### src/rtl/loss_seq_ctrl.sv
// Batch sequencer for the softmax/log-loss datapath: issues one held vector at a time,
// strobes the accumulator and captures the final loss. Optional: LOSS_PERF_CNT_EN (busy-cycle counter).
module loss_seq_ctrl #(
  parameter int WIDTH   = 8,
  parameter int CNT_W   = 16,
  parameter int FWD_LAT = 36,
  parameter int ACC_LAT = 14,
  parameter int DIV_LAT = 6,
  parameter int LOG_LAT = 21
) (
  input  logic                  clk,
  input  logic                  reset,
  input  logic                  start,
  input  logic [CNT_W-1:0]      num_samples,
  output logic                  busy,
  input  logic                  s_valid,
  output logic                  s_ready,
  input  logic [WIDTH*32-1:0]   s_vec,
  input  logic [31:0]           s_corr,
  input  logic [7:0]            s_id,
  output logic                  dp_reset_n,
  output logic [WIDTH*32-1:0]   dp_all_clsf,
  output logic [31:0]           dp_corr_clsf,
  output logic [7:0]            dp_in_id,
  output logic                  dp_f_overall_sum,
  input  logic [31:0]           dp_data_out,
  output logic                  loss_valid,
  output logic [31:0]           loss,
  output logic [7:0]            loss_id,
  output logic [31:0]           perf_cycles
);

  typedef enum logic [2:0] {IDLE, CLEAR, ISSUE, WAIT, TAIL, DONE} state_t;

  // Timer reload values: WAIT strobes when the timer reaches zero, TAIL captures one cycle before DONE.
  localparam int TMR_W      = 16;
  localparam int STROBE_DLY = FWD_LAT + ACC_LAT;
  localparam int TAIL_DLY   = DIV_LAT + LOG_LAT - 2;

  state_t            state, state_nxt;
  logic [CNT_W-1:0]  remaining;
  logic [TMR_W-1:0]  timer;
  logic              handshake;
  logic              capture;

  assign handshake = s_valid && s_ready;
  assign capture   = (state == TAIL) && (timer == '0);

  // NOTE: state registers use non-blocking assignments so every flop samples pre-edge values.
  always_ff @(posedge clk) begin
    if (reset) state <= IDLE;
    else       state <= state_nxt;
  end

  // NOTE: every output of this block gets a default first, so no path can infer a latch.
  always_comb begin
    state_nxt        = state;
    busy             = (state != IDLE);
    s_ready          = 1'b0;
    dp_f_overall_sum = 1'b0;
    loss_valid       = 1'b0;
    dp_reset_n       = !(reset || state == CLEAR);
    unique case (state)
      IDLE:  if (start && num_samples != '0) state_nxt = CLEAR;
      CLEAR: state_nxt = ISSUE;
      ISSUE: begin
        s_ready = 1'b1;
        if (s_valid) state_nxt = WAIT;
      end
      WAIT: begin
        if (timer == '0) begin
          dp_f_overall_sum = 1'b1;
          state_nxt        = (remaining != '0) ? ISSUE : TAIL;
        end
      end
      TAIL:  if (timer == '0) state_nxt = DONE;
      DONE: begin
        loss_valid = 1'b1;
        state_nxt  = IDLE;
      end
      default: state_nxt = IDLE;
    endcase
  end

  // Remaining-sample count is decremented at the handshake, so it reads zero at the last strobe.
  always_ff @(posedge clk) begin
    if (reset) begin
      remaining <= '0;
      timer     <= '0;
    end else begin
      if (state == IDLE && start && num_samples != '0) remaining <= num_samples;
      else if (handshake)                              remaining <= remaining - 1'b1;

      if (handshake)                                   timer <= TMR_W'(STROBE_DLY);
      else if (dp_f_overall_sum && remaining == '0)    timer <= TMR_W'(TAIL_DLY);
      else if (timer != '0)                            timer <= timer - 1'b1;
    end
  end

  // Holds stay put from the handshake until the next one, covering the whole forward latency.
  always_ff @(posedge clk) begin
    if (reset) begin
      dp_all_clsf  <= '0;
      dp_corr_clsf <= '0;
      dp_in_id     <= '0;
      loss         <= '0;
      loss_id      <= '0;
    end else begin
      if (handshake) begin
        dp_all_clsf  <= s_vec;
        dp_corr_clsf <= s_corr;
        dp_in_id     <= s_id;
      end
      if (capture) begin
        loss    <= dp_data_out;
        loss_id <= dp_in_id;
      end
    end
  end

`ifdef LOSS_PERF_CNT_EN
  always_ff @(posedge clk) begin
    if (reset)                                   perf_cycles <= '0;
    else if (state == IDLE && state_nxt == CLEAR) perf_cycles <= '0;
    else if (busy && perf_cycles != 32'hFFFF_FFFF) perf_cycles <= perf_cycles + 32'd1;
  end
`else
  assign perf_cycles = 32'h0;
`endif

endmodule

### config.mk
export PLATFORM = sky130hd
export DESIGN_NAME = loss_seq_ctrl
export DESIGN_NICKNAME = d
export VERILOG_FILES = /design/src/rtl/loss_seq_ctrl.sv
export SDC_FILE = /design/constraint.sdc
export NUM_CORES = 1
export LEC_CHECK = 0
export CORE_AREA = 2 2 285 287
export DETAILED_ROUTE_END_ITERATION = 7
export DIE_AREA = 0 0 287 289
export GPL_TIMING_DRIVEN = 1
export PLACE_DENSITY = 0.52
export SETUP_SLACK_MARGIN = 0.02
export SYNTH_ARGS = -nofsm -noshare
export SYNTH_HDL_FRONTEND = slang
export SYNTH_SLANG_ARGS = --single-unit
### constraint.sdc
create_clock -name clk -period 5.95 [get_ports clk]
set_input_delay 1.4875 -clock clk [delete_from_list [all_inputs] [get_ports clk]]
set_output_delay 1.4875 -clock clk [all_outputs]
set_load 0.005 [all_outputs]
==> impl_metrics.toml <==
[clock_network]
cts_htree_levels = 2
numCtsBuffers = 44
holdBufCountCts = 0
cts-root-buf = "clkbuf_16"
cts_setup_buffers = 0
post_cts_resized = 0
cts_tree = "built"
cts.sinks = 371
clk-insertion-delay-late_ns = 0.57
clk_path_buf_depth = 3
clk_pin_slew_ns = 0.06

[synthesis]
seq_area_frac_synth_pct = 53.1
syn-cell-area_um2 = 14000
yosysWarnings = 0
avgSynthCellArea_um2 = 8.03
ys_types = 59
synth_edf_count = 0
dominantRegCellSynth = "dfxtp_1"
async_flop_share_pct = 0
postSynthCellCount = 1744
synth_seq_cells = 371

[drt]
routed_wl_um = 54700
vias = 13900
drtAntennaViolNets = 0
wl_per_cell_um = 15.8
drt_iter0_markers = 594
drcViolationCount = 0
drt_first_pass_iters = 4
vias_per_cell = 4.02

[power]
power.share.clock_pct = 40.8
p_leak_nw = 7.65
power.switching_mw = 1.92
p_seq_share_pct = 40.2
p_int_mw = 4.90
power.density_nw_per_um2 = 295
comb_power_share_pct = 19.0
ir_worst_vdd_uv = 177
p_total_mw = 6.82
p_sw_share_pct = 28.2

[global_routing]
grt_use_total_pct = 12.1
grt_start_max_net_pins = 137
antenna_found_initial = 1
first_global_vias = 13000
grt_first_pass_wirelength_um = 79600
grt-ovfl-total = 0

[setup_path]
worst-endpoint-arrival_ns = 2.84
crit_required_ns = 4.46
crit_type = "reg2out"
r2r_start = "timer[0]$_SDFFE_PP0P_"
startpoint = "timer[0]$_SDFFE_PP0P_"
critPathLaunchType = "flop"
critPathMaxFanout = 47
endpoint_kind = "output pin"

[sta]
setup_tns_ns = 0
clock_skew_ns = 0.0154
slew_headroom_pct = 39.5
min_period_ns = 4.33
grt_setup_unrepaired = "no"
setup_violations = 0
fmax_ghz = 0.231
tightest_slew_ns = 0.896
period_share_pct = 72.8
slew_violations = 0
final_hold_viol_count = 0

[worst_hold_path]
worstHoldStart = "dp_corr_clsf[5]$_SDFFE_PP0P_"
hold_class = "reg2reg"

[floorplanning]
core.rowCount = 104
start_util_pct = 17.5
core_area_um2 = 79900
die_y_um = 289
die_width_um = 287
ios = 721
die_area_um2 = 82900

[layout]
layout_common_cells = "687 x clkdlybuf4s50_1, 609 x nand2_1, 371 x dfxtp_1"
n_fill_cell = 8679
layout-area-overhead-vs-synth_pct = 65.2
drive_gt1_share_pct = 4.35
final_common_cell = "clkdlybuf4s50_1"
final_net_count = 2713

[run_status]
outcome = "finished, final reports clean"

[job]
drv_cap = 0

[placement]
dp_hpwl_um = 38200
portBuffers = 688
globalplace.congestion = 0.772
-- cells in the mapped netlist (2+ instances only) --
cell type | n | area, µm²
nand2_1 | 609 | 2290
nor4b_1 | 3 | 26.3
nand2b_1 | 4 | 25.0
mux2i_1 | 3 | 30.0
nor3_1 | 11 | 55.1
nor2_1 | 11 | 41.3
o21a_1 | 2 | 15.0
nor3b_1 | 3 | 22.5
a31oi_1 | 12 | 75.1
nor4_4 | 3 | 63.8
buf_2 | 50 | 250
a21oi_1 | 350 | 1750
ha_1 | 4 | 50.1
nand3_1 | 51 | 255
clkbuf_4 | 4 | 30.0
nor4_2 | 2 | 25.0
o21ai_0 | 46 | 230
nor4_1 | 7 | 43.8
o211ai_1 | 5 | 37.5
o41ai_1 | 3 | 26.3
or3_1 | 11 | 68.8
dfxtp_1 | 371 | 7430
a2bb2oi_1 | 5 | 43.8
o31ai_1 | 6 | 45.0
xor2_1 | 2 | 17.5
buf_12 | 4 | 80.1
buf_1 | 3 | 11.3
nand4b_1 | 2 | 17.5
nand4_1 | 6 | 37.5
or4b_4 | 2 | 27.5
buf_4 | 32 | 240
o311ai_0 | 3 | 26.3
inv_1 | 6 | 22.5
clkbuf_1 | 71 | 267
or4_1 | 6 | 45.0
a211oi_1 | 8 | 60.1
-- worst max-delay path, cell delays in order, from the launching register on --
cell             delay, ns
dfxtp_1               0.33
inv_1                 0.10
ha_1                  0.18
nor4b_2               0.37
nand4_1               0.13
buf_4                 0.32
nor3_1                0.28
clkdlybuf4s50_1       0.55
-- metrics by stage --
step                instance area (µm²)  utilization (%)  setup slack (ns)  hold WS [ns]  std cells
detailed placement                21700             27.1              1.67         0.446       3375
global route                      23100             28.9              1.33         0.465       3453
CTS                               23100             28.9              1.56         0.453       3453
floorplan                         14100                -              2.35         0.450       1775
global placement                  21700             27.1              1.71         0.441       3375
finish                            23100             28.9              1.62         0.450       3454
-- routing by layer --
layer | share of wire (%) | global-route usage, % | wire length, µm
met5 | 0 | 0 | 0
met4 | 2.2 | 3.46 | 1210
met3 | 8.1 | 4.00 | 4410
met2 | 49 | 20.8 | 26800
met1 | 41 | 14.3 | 22300
-- cell families (layout without fill, tap and decap cells) --
family / count (synthesis) / in the layout / synth area share [%]
fa+ha+maj: 4 / 4 / 0.358
simple gates: 741 / 741 / 22.4
xor+xnor: 3 / 3 / 0.188
flops: 371 / 371 / 53.1
buf+inv: 171 / 789 / 6.52
compound gates: 450 / 450 / 17.3
mux: 3 / 3 / 0.215
other cells: 1 / 33 / 0.0268
-- registers in the layout, summed over array words and instances (netlist names) --
signal and cells:
state 3, dp_corr_clsf 32, remaining 16, dp_all_clsf 256, timer 16, loss 32, dp_in_id 8, loss_id 8
-- layout make-up --
class	instances	area, µm²	share of cell area [%]
Antenna cell	1	2.50	0.0108
Clock buffer	66	1330	5.73
Clock inverter	12	145	0.628
Inverter	6	22.5	0.0974
Multi-Input combinational cell	1233	5810	25.1
Sequential cell	371	7430	32.1
Tap cell	1060	1330	5.74
Timing Repair Buffer	705	7070	30.6
-- power groups by stage --
stage / Combinational, mW / Clock, mW / Sequential (mW)
after floorplan: 0.779 / 0 / 2.77
after global placement: 1.30 / 0 / 2.79
after detailed placement: 1.30 / 0 / 2.79
after CTS: 1.31 / 2.89 / 2.74
after global routing: 1.43 / 2.98 / 2.76
final: 1.29 / 2.78 / 2.74
-- worst paths after layout --
check / to / slack, ns / cells past startpoint
setup / recovery: dp_f_overall_sum / 1.62 / 7
hold / removal: dp_corr_clsf[5]$_SDFFE_PP0P_ / 0.45 / 2
hold reg to reg: dp_corr_clsf[5]$_SDFFE_PP0P_ / 0.45 / 2
setup reg to reg: loss_id[3]$_SDFFE_PP0P_ / 3.17 / 7
Power figures use the tool's default switching activity.
==> RTL edit 1 (config.mk and constraints unchanged) <==
Build with the macro `LOSS_PERF_CNT_EN` defined.
--- a/src/rtl/loss_seq_ctrl.sv
+++ b/src/rtl/loss_seq_ctrl.sv
@@ -2,2 +2,4 @@
 // strobes the accumulator and captures the final loss. Optional: LOSS_PERF_CNT_EN (busy-cycle counter).
+`define LOSS_PERF_CNT_EN
+
 module loss_seq_ctrl #(
Function: changed (Yosys sat finds a counterexample within 4 cycles, from zero or initial values and one cycle with reset high).
==> RTL edit 1 against the unedited design <==
Setup slack got worse by 0.28 ns; count of clock-buffer cells in the layout rose by 9; cell area rose by 7.4%; area after synthesis rose by 6.5%; non-clock buffer count rose by 28; routed wire length rose by 11%; sequential cell count rose by 32; synthesized cell count rose by 8.8%; combinational power rose by 3%; power rose by 8.8%; largest cell class unchanged.
==> RTL edit 1: results (changes against the unedited design) <==
stage	metric	value	unit	change
outcome	status	complete, no violations		unchanged
setup_path	Worst Path Max Fanout	8		was 47
logic_synthesis	Post-synth top cells	nand2_1 (702), dfxtp_1 (403), a21oi_1 (369), clkbuf_1 (128), nor2_1 (55)		was nand2_1 (609), dfxtp_1 (371), a21oi_1 (350), clkbuf_1 (71), nand3_1 (51)
global_routing	largest net degree at the start of global routing	164		was 137
setup_path	CP Data Arrival Time	3.12	ns	was 2.84 ns
routing	first-pass iteration count of the detailed router	5		was 4
layout	nets	2899		was 2713
logic_synthesis	Post-Synth XOR/XNOR Area	0.0159		was 0.00188
timing	worst hold slack	0.450	ns	about the same
global_routing	met2 Use GR	0.227		was 0.208
layout	Filler Cells Inserted	8616		was 8679
routing	Avg Vias per Cell	4.15		was 4.02
placed_design	pre-CTS worst setup slack	1.69	ns	was 1.67 ns
power	Max VDD drop	207	µV	was 177 µV
setup_path	CP max-delay cell	nor4_2		was clkdlybuf4s50_1
power	LEAKAGE	8.19	nW	was 7.65 nW
setup_path	CP max stage delay	0.68	ns	was 0.55 ns
global_routing	first-pass GRT wire length	88700	µm	was 79600 µm
layout	non-filler instance count after layout	3649		was 3454
logic_synthesis	Seq/Total Area, Yosys	0.541		was 0.531
placed_design	Port Buf Inserts	720		was 688
setup_path	Crit path max-delay family	simple AND/OR/NAND/NOR gates		was buffers and inverters
logic_synthesis	post-synthesis mux area share	0.00210		was 0.00215
global_routing	Total GRT Usage	0.137		was 0.121
routing	drt initial violations	570		was 594
logic_synthesis	Adder-Cell Fraction of Synth Area	0.00336		was 0.00358
setup_path	CP Launch Point	timer[3]$_SDFFE_PP0P_		was timer[0]$_SDFFE_PP0P_
## RTL edit 1: power by group through the flow
stage                     clock network (mW)  registers [mW]  logic, mW
after floorplan                            0            3.04      0.661
after global placement                     0            3.06       1.34
after detailed placement                   0            3.06       1.33
after CTS                               3.22            3.00       1.34
after global routing                    3.31            3.02       1.47
final                                   3.09            3.00       1.33
## RTL edit 1: layout make-up
class	instances	area, µm²	share of cell area
multi-input combinational	1350	6340	0.255
timing repair buffer	733	7380	0.297
tap	1060	1330	0.0534
sequential	403	8070	0.325
inverter	10	37.5	0.00151
clock buffer	75	1510	0.0606
antenna	3	7.51	0.000302
clock inverter	15	165	0.00665
## RTL edit 1: metal layers
metal | share of wire | vias to the layer above
li1 | - | 7601
met1 | 0.40 | 6927
met2 | 0.47 | 522
met3 | 0.093 | 96
met4 | 0.029 | 2
met5 | 0.00011 | -
## RTL edit 1: tightest hold or removal path, delay by kind of cell, from the launching register on
family	cells	cell delay, ns
DFF	1	0.30
AOI/OAI and AO/OA	1	0.05
and+or+nand+nor	1	0.05
==> RTL edit 2 (same flow settings) <==
Without the edit above. Encoding of `state_t`: now one-hot (6 bits for 6 states).
--- a/src/rtl/loss_seq_ctrl.sv
+++ b/src/rtl/loss_seq_ctrl.sv
@@ -32,3 +32,3 @@
 
-  typedef enum logic [2:0] {IDLE, CLEAR, ISSUE, WAIT, TAIL, DONE} state_t;
+  typedef enum logic [5:0] {IDLE = 6'b000001, CLEAR = 6'b000010, ISSUE = 6'b000100, WAIT = 6'b001000, TAIL = 6'b010000, DONE = 6'b100000} state_t;
 
Behaviour: same outputs for any inputs over 4 cycles, from zero or initial values and one cycle with reset high; so few cycles prove little.
==> RTL edit 2 against the unedited design <==
Clock power fell by 3%; setup slack improved by 0.0092 ns; routed wire length fell by 0.45%; power fell by 9.3%; clock skew rose by 0.0045 ns; area after synthesis fell by 1.2%; sequential cell count rose by 3; register-to-register slack got worse by 0.12 ns; sequential share of layout area rose by 0.40 points; worst hold slack got worse by 0.0021 ns; critical path depth fell by 1; cell area fell by 0.44%; combinational power fell by 37%.
==> RTL edit 2: results (changes against the unedited design) <==
stage	metric	value	unit	change
outcome	status	complete, no violations		unchanged
placed_design	Inst Count DP	3397		was 3375
clock_network	CTS Buf Count	46		was 44
global_routing	Total GRT Usage	0.123		was 0.121
placed_design	post-DP HPWL	38600	µm	was 38200 µm
hold_path	worst hold path class	flop to flop		unchanged
routing	final WL	54500	µm	was 54700 µm
logic_synthesis	post-synthesis cell type count	57		was 59
layout	nets	2737		was 2713
clock_network	Post-CTS Hold Buffers	0		unchanged
clock_network	clk slew on worst S/H paths	0.06	ns	about the same
logic_synthesis	Syn. warnings	0		unchanged
setup_path	CP Data Arrival Time	2.83	ns	was 2.84 ns
routing	Avg Vias per Cell	3.98		was 4.02
global_routing	antenna violations before repair	8		was 1
setup_path	crit path buf inv count	2		was 3
setup_path	CP max stage delay	0.57	ns	was 0.55 ns
clock_network	Post-CTS Resized	0		unchanged
timing	Final Skew	0.0198	ns	was 0.0154 ns
clock_network	Max Buffers Root-to-Sink	3		unchanged
routing	routed len/inst	15.7	µm	was 15.8 µm
routing	Final ANT Viol Nets	0		unchanged
layout	top flop regs	dp_all_clsf x256, dp_corr_clsf x32, loss x32		unchanged
logic_synthesis	Seq/Total Area, Yosys	0.542		was 0.531
clock_network	Root Driver	clkbuf_16		unchanged
logic_synthesis	Post-synth ARST share	0		unchanged
routing	first-pass iteration count of the detailed router	5		was 4
global_routing	vias in the first global route	13200		was 13000
hold_path	Hold Crit Endpoint	loss[29]$_SDFFE_PP0P_		was dp_corr_clsf[5]$_SDFFE_PP0P_
timing	worst-margin pin slew	1.17	ns	was 0.896 ns
power	LEAKAGE	7.51	nW	was 7.65 nW
global_routing	largest net degree at the start of global routing	180		was 137
power	Max VDD drop	187	µV	was 177 µV
layout	Filler Cells Inserted	8683		was 8679
logic_synthesis	top cells by area, synth	dfxtp_1 (54%), nand2_1 (19%), a21oi_1 (13%)		was dfxtp_1 (53%), nand2_1 (16%), a21oi_1 (13%)
setup_path	worst r2r path cells	8		was 7
setup_path	Crit path max-delay family	simple AND/OR/NAND/NOR gates		was buffers and inverters
setup_path	Worst Path Max Fanout	8		was 47
setup_path	CP max-delay cell	clkdlybuf4s50_1		unchanged
logic_synthesis	Post-synth top cells	nand2_1 (687), dfxtp_1 (374), a21oi_1 (356), clkbuf_1 (83), buf_2 (39)		was nand2_1 (609), dfxtp_1 (371), a21oi_1 (350), clkbuf_1 (71), nand3_1 (51)
placed_design	pre-CTS worst setup slack	1.90	ns	was 1.67 ns
setup_path	worst flop-to-flop path endpoint	loss[22]$_SDFFE_PP0P_		was loss_id[3]$_SDFFE_PP0P_
setup_path	Reg2Reg Setup Slack	3.05	ns	was 3.17 ns
routing	drt initial violations	544		was 594
layout	layout cells sized above 1	0.0364		was 0.0435
hold_path	hold path depth	2		unchanged
global_routing	first-pass GRT wire length	79900	µm	was 79600 µm
logic_synthesis	syn avg cell area	7.86	µm²	was 8.03 µm²
placed_design	Placer Congestion	0.765		was 0.772
hold_path	hold_sp	loss[29]$_SDFFE_PP0P_		was dp_corr_clsf[5]$_SDFFE_PP0P_
clock_network	clk_lat worst skew	0.57	ns	about the same
## RTL edit 2: how the worst max path moves through the flow
stage / start / endpoint / slack (ns) / depth (start not counted)
floorplan: reset / dp_reset_n / 2.36 / 3
global placement: num_samples[9] / remaining[6]$_SDFFE_PP0P_ / 1.90 / 6
detailed placement: num_samples[8] / remaining[6]$_SDFFE_PP0P_ / 1.90 / 6
CTS: timer[0]$_SDFFE_PP0P_ / dp_f_overall_sum / 1.61 / 6
global route: timer[11]$_SDFFE_PP0P_ / dp_f_overall_sum / 1.31 / 4
finish: timer[0]$_SDFFE_PP0P_ / dp_f_overall_sum / 1.63 / 6
## RTL edit 2: metrics by stage
step,total power [mW],instance area [µm²],hold slack (ns),utilization
detailed placement,3.54,21600,0.445,0.270
global route,6.50,23000,0.466,0.288
global placement,3.54,21600,0.438,0.270
finish,6.18,23000,0.448,0.288
floorplan,3.17,13900,0.448,-
CTS,6.31,23000,0.453,0.288
## RTL edit 2: cell type report
class	instances	area, µm²	share of cell area
clock buffers	73	1370	0.0593
well taps	1060	1330	0.0576
clock inverters	8	55.1	0.00239
inverters	8	30.0	0.00130
diodes	1	2.50	0.000109
multi-input cells	1252	5690	0.247
repair buffers	703	7070	0.307
flip-flops and latches	374	7490	0.325
## RTL edit 2: cells by family (layout without fill, tap and decap cells)
logic type	count (synthesis)	after routing	synth area share
adders and majority gates	4	4	0.00362
muxes	1	1	0.000724
and+or+nand+nor	800	800	0.235
other	1	33	0.000271
DFF	374	374	0.542
xor gates and xnor gates	10	10	0.00634
AOI/OAI and AO/OA	405	405	0.155
buffers and inverters	163	792	0.0567
## RTL edit 2: metal layers
| layer | vias to the layer above | GRT usage | share of wire |
|---|---|---|---|
| met1 | 6319 | 0.143 | 0.40 |
| met3 | 80 | 0.0467 | 0.095 |
| met2 | 509 | 0.206 | 0.48 |
| met4 | 4 | 0.0402 | 0.026 |
| li1 | 6946 | - | - |
| met5 | - | 0 | 0.00050 |
## RTL edit 2: report_power, final
group	switching, mW	internal, mW	total, mW
registers	0.0871	2.58	2.67
clock network	1.12	1.57	2.69
logic	0.392	0.427	0.819
total	1.60	4.58	6.18
## RTL edit 2: worst register-to-register path: cells and delay by family (launching register included)
family	cells	cell delay, ns
buffers and inverters	2	0.48
AO/OA/AOI/OAI	1	0.14
adder cells (fa/ha/maj)	1	0.17
AND/OR/NAND/NOR	4	1.70
flip-flops	1	0.34
